**config.mk**
```make
export PLATFORM = sky130hd
export DESIGN_NAME = pc_sequencer
export DESIGN_NICKNAME = d
export VERILOG_FILES = /design/src/rtl/pc_sequencer.sv
export SDC_FILE = /design/constraint.sdc
export NUM_CORES = 1
export LEC_CHECK = 0
export CAP_MARGIN = 20
export CELL_PAD_IN_SITES_DETAIL_PLACEMENT = 0
export CELL_PAD_IN_SITES_GLOBAL_PLACEMENT = 2
export CORE_ASPECT_RATIO = 1.2
export CORE_MARGIN = 1.5
export CORE_UTILIZATION = 30
export CTS_CLUSTER_SIZE = 20
export DETAILED_ROUTE_END_ITERATION = 8
export GPL_ROUTABILITY_DRIVEN = 0
export GPL_TIMING_DRIVEN = 0
export PLACE_DENSITY_LB_ADDON = 0.1
export SLEW_MARGIN = 20
export SYNTH_ARGS = -nofsm -noshare
export SYNTH_HDL_FRONTEND = slang
export SYNTH_SLANG_ARGS = --single-unit
export TNS_END_PERCENT = 10
```
**constraint.sdc**
```tcl
create_clock -name clk -period 5.2 [get_ports clk]
set_input_delay 0.78 -clock clk [delete_from_list [all_inputs] [get_ports clk]]
set_output_delay 0.78 -clock clk [all_outputs]
set_load 0.005 [all_outputs]
```
**src/rtl/pc_sequencer.sv**
```systemverilog
// pc_sequencer: fetch program counter sequencing with imem handshake and redirect/flush control
module pc_sequencer #(
    parameter int               WIDTH        = 32,
    parameter logic [WIDTH-1:0] RESET_VECTOR = 32'h0000_0000,
    parameter logic [WIDTH-1:0] TRAP_VECTOR  = 32'h0000_0100
) (
    input  logic             clk,
    input  logic             reset_n,
    input  logic             stall_i,
    input  logic             jump_i,
    input  logic [WIDTH-1:0] jump_target_i,
    input  logic             br_taken_i,
    input  logic [WIDTH-1:0] br_target_i,
    input  logic             trap_i,
    input  logic [WIDTH-1:0] trap_pc_i,
    input  logic             mret_i,
    output logic             imem_req_o,
    input  logic             imem_ready_i,
    output logic [WIDTH-1:0] pc_o,
    output logic [WIDTH-1:0] pc_plus4_o,
    output logic             flush_if_id_o,
    output logic             flush_id_ex_o,
    output logic [WIDTH-1:0] mepc_o
);
    typedef enum logic [1:0] {BOOT, FETCH, WAIT} state_t;
    state_t           state;
    logic             pend_valid;
    logic [1:0]       pend_prio;
    logic [WIDTH-1:0] pend_target;
    logic             redir;
    logic             rdy;
    logic             take_new;
    logic [1:0]       prio;
    logic [WIDTH-1:0] target;
    assign pc_plus4_o = pc_o + WIDTH'(4);
    // winning redirect, its rank (3=trap..0=jump) and whether it beats a held redirect
    always_comb begin
        redir    = trap_i || mret_i || br_taken_i || jump_i;
        prio     = trap_i ? 2'd3 : mret_i ? 2'd2 : br_taken_i ? 2'd1 : 2'd0;
        target   = trap_i ? TRAP_VECTOR : mret_i ? mepc_o : br_taken_i ? br_target_i : jump_target_i;
        rdy      = imem_ready_i && state != BOOT;
        take_new = redir && (!pend_valid || prio >= pend_prio);
        flush_if_id_o = reset_n && (redir || (rdy && pend_valid));
        flush_id_ex_o = reset_n && (trap_i || mret_i || br_taken_i);
    end
    // fetch FSM: PC update, pending redirect capture and trap PC save
    always_ff @(posedge clk or negedge reset_n) begin
        if (!reset_n) begin
            state       <= BOOT;
            imem_req_o  <= 1'b0;
            pc_o        <= RESET_VECTOR;
            mepc_o      <= '0;
            pend_valid  <= 1'b0;
            pend_prio   <= '0;
            pend_target <= '0;
        end else begin
            if (trap_i) mepc_o <= trap_pc_i;
            if (state == BOOT) begin
                state      <= FETCH;
                imem_req_o <= 1'b1;
                if (redir) pc_o <= target;
            end else if (imem_ready_i) begin
                state      <= FETCH;
                pend_valid <= 1'b0;
                pc_o       <= take_new ? target : pend_valid ? pend_target : stall_i ? pc_o : pc_plus4_o;
            end else begin
                state <= WAIT;
                if (take_new) begin
                    pend_valid  <= 1'b1;
                    pend_prio   <= prio;
                    pend_target <= target;
                end
            end
        end
    end
endmodule

```
==> flow_summary.yaml <==
floorplan:
  die-width_microns: 135.8
  io_pins: 203
  chipHeight_microns: 162.4
  start_util: 0.3039
  dieArea_sq_um: 22060
  coreArea_sq_um: 20900
  rows: 58
yosys:
  ys.flop_type: "dfrtp_1"
  ys_warn_count: 0
  postSynthCellCount: 664
  synth_area_sq_um: 6352
  synth_seq_cells: 102
  synth-simple-area-share: 0.1861
  synth_compound_area_frac: 0.1530
  synth.mux.area_fraction: 0.1710
  yosysMostFrequentCell: "dfrtp_1"
  async_flop_share: 1.000
  synth_fa_ha_area_frac: 0.005909
  yosysTopAreaCellShare: 0.4018
  ys_seq_area_frac: 0.4018
  synth.distinct_cells: 65
  yosys-top-cells-count: "dfrtp_1, mux2_2, nand2_1"
  synth-xor-area-share: 0.03033
  synth_nets: 771
  synth_area_leaders: "dfrtp_1, mux2_2, nand2_1"
  yosysTopAreaCell: "dfrtp_1"
  syn_avg_cell_area_sq_um: 9.567
  synth-edff-count: 0
  synth_top_family_by_area: "simple AND/OR/NAND/NOR gates"
routing:
  ant_nets: 0
  drcViolationCount: 0
  via_count: 5925
  wl_microns: 23820
  dr.first_iter.drc_count: 256
  viasPerCell: 5.139
  post_drt_wl_per_cell_microns: 20.66
  drtPass1Iterations: 4
clock_tree:
  cts_hold_buf: 0
  cts_buffers: 9
  cts.sinks: 102
  clk_pin_slew_worst_paths_ns: 0.08
  clock_path_buffers: 2
  cts_tree: "done"
  clock_latency_ns: 0.36
  post-cts-setup-buffers: 0
  root_buffer: "clkbuf_16"
  cts_resized: 0
  htree_levels: 3
grt:
  grt_pass1_vias: 6016
  grt-ovfl-total: 0
  grt.total_usage: 0.2220
  grt_first_pass_wirelength_microns: 36450
  grt_max_degree: 74
  antenna_found_initial: 0
run:
  drv_cap: 0
timing:
  rsz0062_at_grt: "no"
  hold_viol: 0
  fin_crit_sh: 0.8097
  worst_pin_slew_ns: 0.7814
  fmax_mhz: 237.5
  finalCriticalPeriod_ns: 4.211
  max_slew_margin: 0.4756
  finClkSkew_ns: 0.01198
  finalSetupViolCount: 0
  tns_ns: 0
  holdWs_ns: 0.2936
  slew_viol_final: 0
power_and_ir_drop:
  p_per_area_nw_per_um2: 336.5
  ir_drop_mv: 0.1700
  p_leak_nw: 3.595
  finalPower_mw: 3.032
critical_path:
  start_kind: "input pin"
  crit_arrival_ns: 4.45
  end_kind: "flip-flop"
  crit_type: "in -> reg"
  cp.required_ns: 5.44
  path_max_fanout: 10
finish:
  nets: 985
  drive_above_1_share: 0.1710
  area_delta_synth_final_pct: 41.82
  antennaDiodeCount: 0
  seqCellArea_sq_um: 2552
  final_util: 0.4310
  fill_cells: 2064
  multi_input_area_sq_um: 3471
placement:
  io_buffers: 202
  dp_hpwl_microns: 18590
status:
  outcome: "completed"
worst_hold_path:
  hp-class: "in -> async"
-- cells by family (layout without fill, tap and decap cells) --
| logic type | Yosys count | after routing |
|---|---|---|
| flip-flops | 102 | 102 |
| adder cells (fa/ha/maj) | 3 | 3 |
| AO/OA/AOI/OAI | 144 | 144 |
| XOR/XNOR | 22 | 22 |
| AND/OR/NAND/NOR | 231 | 231 |
| buffers and inverters | 64 | 283 |
| multiplexers | 98 | 98 |
-- metrics by stage --
step,setup slack [ns],instance area [sq um],std cells
6_report,0.9893,9009,1153
5_1_grt,0.7689,9009,1153
4_1_cts,0.9579,9009,1153
3_5_place_dp,0.5853,8741,1137
3_3_place_gp,-1.472,8712,1136
2_1_floorplan,2.089,6352,664
-- flip-flops by register name (all words and copies together), names as in the netlist --
| register | cells |
|---|---|
| imem_req_o | 1 |
| mepc_o | 32 |
| pc_o | 32 |
| pend_prio | 2 |
| pend_target | 32 |
| pend_valid | 1 |
| state | 2 |
-- final cells by class --
| class | count | share of cell area |
|---|---|---|
| buffer | 47 | 0.02944 |
| timing repair buffer | 203 | 0.2276 |
| multi-input combinational | 498 | 0.3853 |
| inverter | 17 | 0.007083 |
| tap | 270 | 0.03750 |
| clock buffer | 10 | 0.02542 |
| sequential | 102 | 0.2833 |
| clock inverter | 6 | 0.004306 |
-- per-layer routing --
layer	vias to the layer above	part of all wire	wire length, microns	GRT usage
met2	192	0.47	11310	0.3590
met5	-	0	0	0
met1	2874	0.45	10640	0.2937
li1	2831	-	-	-
met4	0	0.024	569	0.08260
met3	28	0.054	1298	0.04171
-- where the power goes --
group,switching (mW),internal [mW]
registers,0.197,0.962
logic,0.532,0.683
clock network,0.334,0.324
total,1.06,1.97
-- cells in the final DEF, fill, tap and decap left out, types with 4 or more instances in the layout --
master           count
buf_6                7
o31a_1               4
nand4_1             12
mux2_2              84
nor2b_1             10
o211ai_1            20
and3_1               9
nor4_1               9
nand3_1             20
o31ai_1              7
xnor2_1             15
nand2_1             79
xor2_1               7
nor3_1               7
buf_2               14
a31oi_1             10
o21ai_0             19
clkdlybuf4s50_1    201
and4_1               5
nor2_1              38
dfrtp_1            102
clkbuf_1            16
a21oi_1             43
buf_1                5
a211oi_1            11
or2_2                6
clkbuf_16            9
buf_4                7
o22ai_1              5
inv_1               16
mux2i_1             14
nand2b_1            20
-- worst max-delay path: stages --
cell and delay, ns:
clkdlybuf4s50_1 0.57, clkbuf_1 0.36, clkbuf_1 0.43, a21oi_1 0.14
ha_1 0.30, nand2b_1 0.21, a21oi_1 0.14, nor4_1 0.41
buf_2 0.36, buf_2 0.37, mux2_2 0.37
-- worst paths after layout --
path | from | end | slack, ns | cells after the start
hold / removal | reset_n | pc_o[27] | 0.29 | 1
hold reg to reg | imem_req_o | imem_req_o | 0.47 | 1
min in group clk | imem_req_o | imem_req_o | 0.47 | 1
setup reg to reg | pend_prio[0] | pend_target[4] | 2.55 | 7
max in group asynchronous | reset_n | mepc_o[23] | 4.20 | 2
setup / recovery | trap_i | pend_target[4] | 0.99 | 11
Power figures use the tool's default switching activity.
